### config.mk
export PLATFORM = sky130hd
export DESIGN_NAME = ckong_dl_ctrl_flat
export DESIGN_NICKNAME = d
export VERILOG_FILES = /design/src/rtl/ckong_dl_if.sv /design/src/rtl/ckong_dl_ctrl.sv /design/src/flat_wrapper.sv
export SDC_FILE = /design/constraint.sdc
export NUM_CORES = 1
export LEC_CHECK = 0
export CAP_MARGIN = 20
export CORE_MARGIN = 2
export CORE_UTILIZATION = 46
export DETAILED_ROUTE_END_ITERATION = 12
export PLACE_DENSITY = 0.78
export SLEW_MARGIN = 40
export SYNTH_ARGS = -nofsm -noshare
export SYNTH_HDL_FRONTEND = slang
export SYNTH_SLANG_ARGS = --single-unit
### constraint.sdc
create_clock -name clk_sys -period 2.94 [get_ports clk_sys]
set_input_delay 0.588 -clock clk_sys [delete_from_list [all_inputs] [get_ports clk_sys]]
set_output_delay 0.588 -clock clk_sys [all_outputs]
set_load 0.1 [all_outputs]
### src/rtl/ckong_dl_if.sv
// Download bus between hps_io (ioctl_* side) and the ROM write side of the Crazy Kong core.
// The master drives the ioctl byte stream; the slave returns registered ROM writes.
interface ckong_dl_if;
  logic        ioctl_download;
  logic        ioctl_wr;
  logic [24:0] ioctl_addr;
  logic [7:0]  ioctl_dout;
  logic [16:0] rom_addr;
  logic [7:0]  rom_data;
  logic        cpu_we;
  logic        gfx_we;
  logic        snd_we;
  logic        prom_we;

  modport master (
    output ioctl_download, ioctl_wr, ioctl_addr, ioctl_dout,
    input  rom_addr, rom_data, cpu_we, gfx_we, snd_we, prom_we
  );

  modport slave (
    input  ioctl_download, ioctl_wr, ioctl_addr, ioctl_dout,
    output rom_addr, rom_data, cpu_we, gfx_we, snd_we, prom_we
  );
endinterface

### src/rtl/ckong_dl_ctrl.sv
// Boot ROM download sequencer for Crazy Kong: decodes ioctl bytes into region strobes,
// keeps a running checksum and stretches core reset after loads and user resets.
module ckong_dl_ctrl #(
  parameter logic [16:0] CPU_END     = 17'h06000,
  parameter logic [16:0] GFX_END     = 17'h0A000,
  parameter logic [16:0] SND_END     = 17'h0C000,
  parameter logic [16:0] PROM_END    = 17'h0C100,
  parameter int          HOLD_CYCLES = 1024
) (
  input  logic        clk_sys,
  input  logic        reset,
  ckong_dl_if.slave   bus,
  input  logic        user_reset,
  output logic        core_reset,
  output logic        loaded,
  output logic        err_overflow,
  output logic [15:0] checksum
);

  localparam int CNT_W = $clog2(HOLD_CYCLES);
  localparam logic [CNT_W-1:0] CNT_LAST = CNT_W'(HOLD_CYCLES - 1);

  typedef enum logic [1:0] {IDLE, LOAD, HOLD, RUN} state_t;

  state_t           state_q, state_d;
  logic [CNT_W-1:0] cnt_q, cnt_d;
  logic             core_reset_q, core_reset_d;
  logic             loaded_q, loaded_d;
  logic             err_q, err_d;
  logic [15:0]      cksum_q, cksum_d;
  logic [16:0]      rom_addr_q, rom_addr_d;
  logic [7:0]       rom_data_q, rom_data_d;
  logic [3:0]       we_q, we_d;
  logic             wr_ok;
  logic             in_range;
  logic [16:0]      low_addr;

  always_comb begin
    state_d    = state_q;
    cnt_d      = cnt_q;
    loaded_d   = loaded_q;
    err_d      = err_q;
    cksum_d    = cksum_q;
    rom_addr_d = rom_addr_q;
    rom_data_d = rom_data_q;
    we_d       = 4'b0000;
    low_addr   = bus.ioctl_addr[16:0];
    wr_ok      = (state_q == LOAD) && bus.ioctl_wr && bus.ioctl_download;
    in_range   = (bus.ioctl_addr[24:17] == 8'h00) && (low_addr < PROM_END);

    // A new download always wins over user reset, from HOLD as well as RUN.
    case (state_q)
      IDLE: begin
        if (bus.ioctl_download) state_d = LOAD;
      end
      LOAD: begin
        if (!bus.ioctl_download) begin
          state_d = HOLD;
          cnt_d   = '0;
        end
      end
      HOLD: begin
        if (bus.ioctl_download) begin
          state_d = LOAD;
        end else if (user_reset) begin
          cnt_d = '0;
        end else if (cnt_q == CNT_LAST) begin
          state_d = RUN;
        end else begin
          cnt_d = cnt_q + 1'b1;
        end
      end
      RUN: begin
        if (bus.ioctl_download) begin
          state_d = LOAD;
        end else if (user_reset) begin
          state_d = HOLD;
          cnt_d   = '0;
        end
      end
      default: state_d = IDLE;
    endcase

    if (state_d == LOAD && state_q != LOAD) begin
      cksum_d  = 16'h0000;
      err_d    = 1'b0;
      loaded_d = 1'b0;
    end
    if (state_d == RUN && state_q != RUN) loaded_d = 1'b1;

    // Out-of-range bytes raise the sticky error and are kept out of the checksum.
    if (wr_ok) begin
      if (in_range) begin
        rom_addr_d = low_addr;
        rom_data_d = bus.ioctl_dout;
        cksum_d    = cksum_q + {8'h00, bus.ioctl_dout};
        if (low_addr < CPU_END)      we_d = 4'b0001;
        else if (low_addr < GFX_END) we_d = 4'b0010;
        else if (low_addr < SND_END) we_d = 4'b0100;
        else                         we_d = 4'b1000;
      end else begin
        err_d = 1'b1;
      end
    end

    core_reset_d = (state_d != RUN);
  end

  always_ff @(posedge clk_sys) begin
    if (reset) begin
      state_q      <= IDLE;
      cnt_q        <= '0;
      core_reset_q <= 1'b1;
      loaded_q     <= 1'b0;
      err_q        <= 1'b0;
      cksum_q      <= 16'h0000;
      rom_addr_q   <= 17'h00000;
      rom_data_q   <= 8'h00;
      we_q         <= 4'b0000;
    end else begin
      state_q      <= state_d;
      cnt_q        <= cnt_d;
      core_reset_q <= core_reset_d;
      loaded_q     <= loaded_d;
      err_q        <= err_d;
      cksum_q      <= cksum_d;
      rom_addr_q   <= rom_addr_d;
      rom_data_q   <= rom_data_d;
      we_q         <= we_d;
    end
  end

  assign bus.rom_addr = rom_addr_q;
  assign bus.rom_data = rom_data_q;
  assign bus.cpu_we   = we_q[0];
  assign bus.gfx_we   = we_q[1];
  assign bus.snd_we   = we_q[2];
  assign bus.prom_we  = we_q[3];
  assign core_reset   = core_reset_q;
  assign loaded       = loaded_q;
  assign err_overflow = err_q;
  assign checksum     = cksum_q;

endmodule

### src/flat_wrapper.sv
// flat-port wrapper written by rule: the top's interface ports become plain ports
module ckong_dl_ctrl_flat 
#(
  parameter logic [16:0] CPU_END     = 17'h06000,
  parameter logic [16:0] GFX_END     = 17'h0A000,
  parameter logic [16:0] SND_END     = 17'h0C000,
  parameter logic [16:0] PROM_END    = 17'h0C100,
  parameter int          HOLD_CYCLES = 1024
)
  (clk_sys, reset, user_reset, core_reset, loaded, err_overflow, checksum, bus_ioctl_download, bus_ioctl_wr, bus_ioctl_addr, bus_ioctl_dout, bus_rom_addr, bus_rom_data, bus_cpu_we, bus_gfx_we, bus_snd_we, bus_prom_we);
  ckong_dl_if bus_i ();
  input  logic clk_sys;
  input  logic reset;
  input  logic user_reset;
  output logic core_reset;
  output logic loaded;
  output logic err_overflow;
  output logic [15:0] checksum;
  input wire logic [$bits(bus_i.ioctl_download)-1:0] bus_ioctl_download;
  input wire logic [$bits(bus_i.ioctl_wr)-1:0] bus_ioctl_wr;
  input wire logic [$bits(bus_i.ioctl_addr)-1:0] bus_ioctl_addr;
  input wire logic [$bits(bus_i.ioctl_dout)-1:0] bus_ioctl_dout;
  output wire logic [$bits(bus_i.rom_addr)-1:0] bus_rom_addr;
  output wire logic [$bits(bus_i.rom_data)-1:0] bus_rom_data;
  output wire logic [$bits(bus_i.cpu_we)-1:0] bus_cpu_we;
  output wire logic [$bits(bus_i.gfx_we)-1:0] bus_gfx_we;
  output wire logic [$bits(bus_i.snd_we)-1:0] bus_snd_we;
  output wire logic [$bits(bus_i.prom_we)-1:0] bus_prom_we;
  assign bus_i.ioctl_download = bus_ioctl_download;
  assign bus_i.ioctl_wr = bus_ioctl_wr;
  assign bus_i.ioctl_addr = bus_ioctl_addr;
  assign bus_i.ioctl_dout = bus_ioctl_dout;
  assign bus_rom_addr = bus_i.rom_addr;
  assign bus_rom_data = bus_i.rom_data;
  assign bus_cpu_we = bus_i.cpu_we;
  assign bus_gfx_we = bus_i.gfx_we;
  assign bus_snd_we = bus_i.snd_we;
  assign bus_prom_we = bus_i.prom_we;
  ckong_dl_ctrl #(.CPU_END(CPU_END), .GFX_END(GFX_END), .SND_END(SND_END), .PROM_END(PROM_END), .HOLD_CYCLES(HOLD_CYCLES)) u_core (.clk_sys(clk_sys), .reset(reset), .bus(bus_i), .user_reset(user_reset), .core_reset(core_reset), .loaded(loaded), .err_overflow(err_overflow), .checksum(checksum));
endmodule
==> flow_summary_export.csv, run 1 <==
group,metric,value,unit
placement,port_buffers,85,
timing,post-route-period-util,0.9205,
yosys,syn_inst,323,
clock_network,htreeDepth,3,
floorplan,ioPinCount,86,
hold_path,hold_end,"u_core.bus.rom_addr[8]",
power_and_ir_drop,power.density,453.4,mW/mm2
yosys,yosysSeqAreaShare,0.4436,
critical_path,critPathArrivalTime,2960,ps
route,viasPerCell,5.286,
route,wl_met3,450,um
clock_network,cts_tree,"built",
yosys,synth_top_area_share,0.4436,
critical_path,crit_chain,"clkdlybuf4s50_1 -> or4_1 -> o311a_4 -> or4_4 -> nor2_4 -> nand4_1 -> mux2i_1",
floorplan,core,0.005608,mm2
yosys,synthFlopType,"dfxtp_1",
critical_path,r2r_slack,720,ps
critical_path,start_kind,"input pin",
route,wl_per_cell,13.87,um
placement,dp_hpwl,4.979,mm
finish,drive_above_1_share,0.1981,
finish,nets,467,
timing,rsz0062_at_grt,"no",
clock_network,post_cts_resized,0,
critical_path,setup.worst_path.class,"in2reg",
critical_path,required,3200,ps
power_and_ir_drop,clock_power_share,0.440,
clock_network,cts-hold-fix-buffers,0,
route,first_pass_iters,4,
timing,finClkSkew,5.760,ps
floorplan,die_h,80.72,um
floorplan,dieWidth,80.72,um
hold_path,worstHoldStart,"u_core.bus.rom_addr[8]",
critical_path,reg2reg_depth,9,
yosys,synth.most_common_cell,"nand2_1",
power_and_ir_drop,seq_power_share,0.478,
yosys,synthTopCellsByArea,"dfxtp_1 44%, nand2_1 8.9%, a21oi_1 6.8%, ha_1 4.2%, nand3_1 3.5%",
critical_path,critPathMaxStageDelay,550,ps
yosys,syn_area,0.002708,mm2
route,drc_errors,0,
hold_path,whs_path_depth,2,
floorplan,start_util,0.4828,
yosys,synthTopCellsByCount,"64 x nand2_1, 60 x dfxtp_1, 37 x a21oi_1",
global_routing,gr-usage-all-layers,0.2293,
finish,final_util,0.6760,
placement,gp_congestion,0.8259,
yosys,ys_ff_latch,60,
clock_network,cts_setup_buffers,0,
clock_network,cts.sinks,60,
critical_path,timing.rr.end,"u_core.checksum[12]",
critical_path,cp_num_buf_inv,1,
run_status,status,"finished, final reports clean",
hold_path,hold_class,"reg2reg",
finish,antenna_cells,0,
clock_network,cts_made_buffers,9,
power_and_ir_drop,leakage,1.535,nW
yosys,avgSynthCellArea,8.383,um2
critical_path,cp_top_family,"simple AND/OR/NAND/NOR gates",
critical_path,cp-end-kind,"register",
power_and_ir_drop,pwr-share-comb,0.082,
power_and_ir_drop,p_sw_frac,0.2312,
route,routed_wl,6.879,mm
floorplan,core.rowCount,27,
critical_path,path_max_fanout,3,
global_routing,antenna_found_initial,0,
critical_path,r2r-start,"u_core.checksum[0]",
route,num_vias,2622,
route,drt-initial-drc-count,99,
route,drtAntennaViolNets,0,
clock_network,insertion_delay,340,ps
yosys,yosys.area.top_type,"dfxtp_1",
yosys,synth_enable_flop_cells,0,
global_routing,overflow,0,
timing,maxSlewViolCount,0,
timing,tightest_slew,699.0,ps
global_routing,grt_start_max_net_pins,24,
timing,setup_viol,0,
finish,finalNonFillerCells,496,
yosys,synth_cell_types,48,
timing,fmax,369.5,MHz
global_routing,grt_pass1_wl,11.52,mm
yosys,yosys_warnings,0,
clock_network,cts.clk_slew.worst_paths,70,ps
route,wl_met2,3.434,mm
critical_path,critPathSlowestCell,"or4_4",
power_and_ir_drop,netSwitchingPower,0.3974,mW
yosys,syn_nets,371,
floorplan,dieArea,0.006516,mm2
clock_network,cts_root_buffer,"clkbuf_8",
yosys,synth-async-reset-ratio,0,
placement,dp_cells,480,
route,top_layer,"met4",
job,max-cap-violations,0,
timing,finalHoldViolations,0,
timing,fin_crit,2706,ps
timing,slew_headroom,0.5298,
power_and_ir_drop,vdd_drop_max,0.3337,mV
finish,fillers,497,
power_and_ir_drop,cellInternalPower,1.321,mW
finish,area_delta_synth_final,40.02,%
global_routing,grt_pass1_vias,2585,
clock_network,cts_buffer_depth,2,
route,drt-met1-wl,2.884,mm
[state kept, by name (all words and copies together) (netlist names)]
| name | cells |
|---|---|
| u_core.core_reset | 1 |
| u_core.state_q | 2 |
| u_core.we_q | 4 |
| u_core.checksum | 16 |
| u_core.loaded | 1 |
| u_core.bus.rom_addr | 17 |
| u_core.err_overflow | 1 |
| u_core.bus.rom_data | 8 |
| u_core.cnt_q | 10 |
[power by group through the flow]
stage | clock network [mW] | registers, mW | logic [mW]
floorplan | 0 | 0.848 | 0.0532
global placement | 0 | 0.840 | 0.138
detailed placement | 0 | 0.840 | 0.140
CTS | 0.762 | 0.822 | 0.142
global route | 0.805 | 0.822 | 0.153
finish | 0.756 | 0.822 | 0.141
[kinds of logic (layout without fill, tap and decap cells)]
kind of cell / Yosys count / count (layout) / share of synthesized area
XOR/XNOR: 15 / 15 / 0.04852
AND/OR/NAND/NOR: 154 / 154 / 0.2773
adder cells (fa/ha/maj): 10 / 10 / 0.04898
AO/OA/AOI/OAI: 65 / 65 / 0.1470
buffers and inverters: 17 / 118 / 0.02726
multiplexers: 2 / 2 / 0.007394
flip-flops: 60 / 60 / 0.4436
[layout by cell type, fill, tap and decap left out, types with 2 or more instances in the layout]
cell              n
inv_1             3
a21o_1            2
o21ai_0           8
nand3_1          19
nor4_2            2
buf_4            61
o31ai_1           4
clkinv_2          4
mux2i_1           2
nor3_1            8
nor3b_1           2
xnor2_1           5
or3_1             4
dfxtp_1          60
xor2_1           10
a21oi_1          37
and3_1            4
nor2b_1           3
ha_1              9
nor4b_1           2
a211oi_1          2
clkdlybuf4s50_1  37
nand2b_1          8
and2_1            2
nand3b_1          3
nor2_1           21
o21bai_1          2
nand4_1           5
clkbuf_8         11
nand2_1          64
[worst reg2reg max path: cells and delay by family, from the launching register on]
| kind | cells | cell delay, ps |
|---|---|---|
| buf+inv | 1 | 70 |
| simple gates | 4 | 830 |
| compound gates | 2 | 300 |
| flops | 1 | 350 |
| fa+ha+maj | 2 | 610 |
[per-stage QoR]
stage / hold WS (ps) / total power [mW] / setup slack, ps / instance area, um2 / setup TNS (ps)
floorplan: 471.1 / 0.9009 / 219.1 / 2708 / 0
global placement: 438.8 / 0.9784 / -57.09 / 3590 / -237.4
detailed placement: 446.4 / 0.9805 / -98.74 / 3590 / -860.5
CTS: 456.1 / 1.725 / 234.5 / 3791 / 0
global route: 472.5 / 1.781 / 127.1 / 3791 / 0
finish: 450.8 / 1.719 / 233.7 / 3791 / 0
[cell type report]
class | instances | area [um2] | share of cell area
Tap cell | 72 | 90.09 | 0.02376
Clock buffer | 11 | 151.4 | 0.03993
Clock inverter | 5 | 50.05 | 0.01320
Timing Repair Buffer | 99 | 848.3 | 0.2238
Inverter | 3 | 11.26 | 0.002970
Sequential cell | 60 | 1201 | 0.3168
Multi-Input combinational cell | 246 | 1439 | 0.3795
[routing by layer]
metal | vias to the layer above | track usage
met3 | 13 | 0.05955
met4 | 0 | 0.09322
li1 | 1325 | -
met1 | 1208 | 0.2669
met5 | - | 0
met2 | 76 | 0.4000
[worst max path at each step]
stage | from | endpoint | depth (start not counted)
detailed placement | bus_ioctl_addr[8] | u_core.checksum[2] | 6
global placement | bus_ioctl_addr[8] | u_core.checksum[12] | 7
floorplan | u_core.checksum[0] | u_core.checksum[12] | 9
CTS | bus_ioctl_addr[8] | u_core.checksum[13] | 7
finish | bus_ioctl_addr[8] | u_core.checksum[13] | 7
global route | bus_ioctl_addr[8] | u_core.checksum[12] | 7
Note: power is estimated with default switching activity, not from simulation.
==> run 2: changes to the inputs <==
--- a/config.mk
+++ b/config.mk
@@ -10,6 +10,7 @@
 export CORE_UTILIZATION = 46
 export DETAILED_ROUTE_END_ITERATION = 12
 export PLACE_DENSITY = 0.78
+export REMOVE_ABC_BUFFERS = 1
 export SLEW_MARGIN = 40
 export SYNTH_ARGS = -nofsm -noshare
 export SYNTH_HDL_FRONTEND = slang
==> run 2 against run 1 <==
Cell area rose by 0.92%. Wire length increased by 1.8%. Combinational power is essentially flat. First-iteration DRC count is 41% higher. Sequential share of layout area down 0.29 points. Via count is 1.1% higher. Clock skew barely moved. Critical path depth stayed put. Die area unchanged. Maximum frequency up 0.62%.
==> flow_summary_export.csv, run 2 (synthesis results as in run 1) <==
group,metric,value,unit
critical_path,critPathArrivalTime,2920,ps
finish,drive_above_1_share,0.1943,
timing,finalHoldViolations,0,
timing,rsz0062_at_grt,"no",
critical_path,required,3170,ps
clock_network,post_cts_resized,0,
job,max-cap-violations,0,
placement,post-place-ws,-92.82,ps
timing,hold_ws,452.6,ps
clock_network,cts-hold-fix-buffers,0,
timing,maxSlewViolCount,0,
power_and_ir_drop,vdd_drop_max,0.4362,mV
timing,fin_crit,2690,ps
timing,finClkSkew,5.470,ps
timing,fin_ws,250.2,ps
critical_path,r2r_slack,660,ps
critical_path,cp-end-kind,"register",
floorplan,die_h,80.72,um
critical_path,start_kind,"input pin",
global_routing,overflow,0,
timing,fmax,371.8,MHz
power_and_ir_drop,power.total,1.862,mW
finish,area_delta_synth_final,41.31,%
floorplan,core,0.005608,mm2
route,drt-initial-drc-count,140,
critical_path,crit_end,"u_core.checksum[11]",
floorplan,dieWidth,80.72,um
global_routing,grt_pass1_wl,11.01,mm
finish,fin_area,0.003826,mm2
timing,slew_headroom,0.5346,
floorplan,ioPinCount,86,
clock_network,cts_tree,"built",
finish,final_common_cell,"nand2_1",
global_routing,grt_pass1_vias,2441,
finish,nets,465,
hold_path,hold_class,"reg2reg",
finish,fillers,466,
power_and_ir_drop,power.density,486.5,mW/mm2
finish,largest_register_ffs,17,
clock_network,cts.clk_slew.worst_paths,70,ps
timing,post-route-period-util,0.9149,
clock_network,cts_setup_buffers,0,
clock_network,htreeDepth,3,
finish,layout_common_cells,"64 x nand2_1, 60 x dfxtp_1, 58 x buf_4",
route,first_pass_iters,4,
global_routing,grt_start_max_net_pins,36,
route,routed_wl,7.005,mm
placement,placed_area,0.003587,mm2
clock_network,insertion_delay,340,ps
route,wl_per_cell,14.18,um
placement,port_buffers,85,
critical_path,startpoint,"bus_ioctl_addr[8]",
finish,finalNonFillerCells,494,
timing,tightest_slew,691.9,ps
run_status,status,"finished, final reports clean",
placement,gp_congestion,0.8394,
route,num_vias,2651,
global_routing,antenna_found_initial,0,
finish,seq_area,0.001201,mm2
placement,dp_cells,478,
critical_path,path_max_fanout,4,
critical_path,reg2reg_depth,9,
critical_path,timing.rr.end,"u_core.checksum[12]",
timing,setup_viol,0,
global_routing,gr-usage-all-layers,0.2207,
clock_network,cts_root_buffer,"clkbuf_8",
floorplan,start_util,0.4828,
route,drtAntennaViolNets,0,
route,drc_errors,0,
power_and_ir_drop,leakage,1.540,nW
clock_network,cts_buffer_depth,2,
placement,dp_hpwl,4.922,mm
clock_network,cts_made_buffers,9,
finish,antenna_cells,0,
floorplan,dieArea,0.006516,mm2
critical_path,setup.worst_path.class,"in2reg",
clock_network,cts.sinks,60,
floorplan,core.rowCount,27,
critical_path,r2r-start,"u_core.checksum[0]",
route,viasPerCell,5.366,
finish,multiInputGateArea,0.001439,mm2
==> run 2: cell count changes in the layout (fill, tap and decap cells not counted) <==
| cell | delta |
|---|---|
| buf_4 | -3 |
| buf_12 | +1 |
| clkinv_2 | -2 |
| bufinv_16 | +2 |
| clkbuf_8 | -2 |
| clkinvlp_4 | +2 |
==> run 2: how the worst min path moves through the flow <==
stage          cells past startpoint  slack, ps                    from                     end
4_1_cts                            2        450  u_core.bus.rom_data[2]  u_core.bus.rom_data[2]
3_5_place_dp                       2        440  u_core.bus.rom_data[2]  u_core.bus.rom_data[2]
2_1_floorplan                      2        470         u_core.cnt_q[1]         u_core.cnt_q[1]
3_3_place_gp                       2        440  u_core.bus.rom_addr[6]  u_core.bus.rom_addr[6]
5_1_grt                            2        470  u_core.bus.rom_addr[1]  u_core.bus.rom_addr[1]
6_report                           2        450  u_core.bus.rom_addr[2]  u_core.bus.rom_addr[2]
==> run 2: cell type report <==
class	count	area share
multi-input cells	246	0.3761
well taps	72	0.02354
flip-flops and latches	60	0.3139
clock buffers	9	0.03237
inverters	3	0.002943
clock inverters	7	0.03008
repair buffers	97	0.2211
==> run 2: power by group <==
group	internal, mW	leakage (nW)	switching (mW)
Combinational	0.0724	0.941	0.0695
Sequential	0.817	0.484	0.00488
Clock	0.559	0.115	0.338
Total	1.45	1.54	0.413
==> run 2: layer usage <==
metal,part of all wire,GRT usage
met4,0.020,0.1271
met3,0.074,0.05955
met1,0.45,0.2753
met5,0,0
met2,0.46,0.3425
==> run 2: per-stage QoR <==
stage	TNS (ps)	util
final	0	0.6823
after floorplan	-31640	-
after CTS	0	0.6823
after global placement	-348.8	0.6397
after global routing	0	0.6823
after detailed placement	-1229	0.6397
==> run 2: worst max-delay path: stages <==
cell and delay, ps:
clkdlybuf4s50_1 420, or4_1 550, o311a_4 350, or4_4 560, nor2_4 140, a21oi_1 80
a31o_1 220
==> run 3: changes to the inputs <==
--- a/config.mk
+++ b/config.mk
@@ -5,7 +5,6 @@
 export SDC_FILE = /design/constraint.sdc
 export NUM_CORES = 1
 export LEC_CHECK = 0
-export CAP_MARGIN = 20
 export CORE_MARGIN = 2
 export CORE_UTILIZATION = 46
 export DETAILED_ROUTE_END_ITERATION = 12
==> results of run 3 <==
The final DEF is identical to that of run 2; final timing and power are the same.
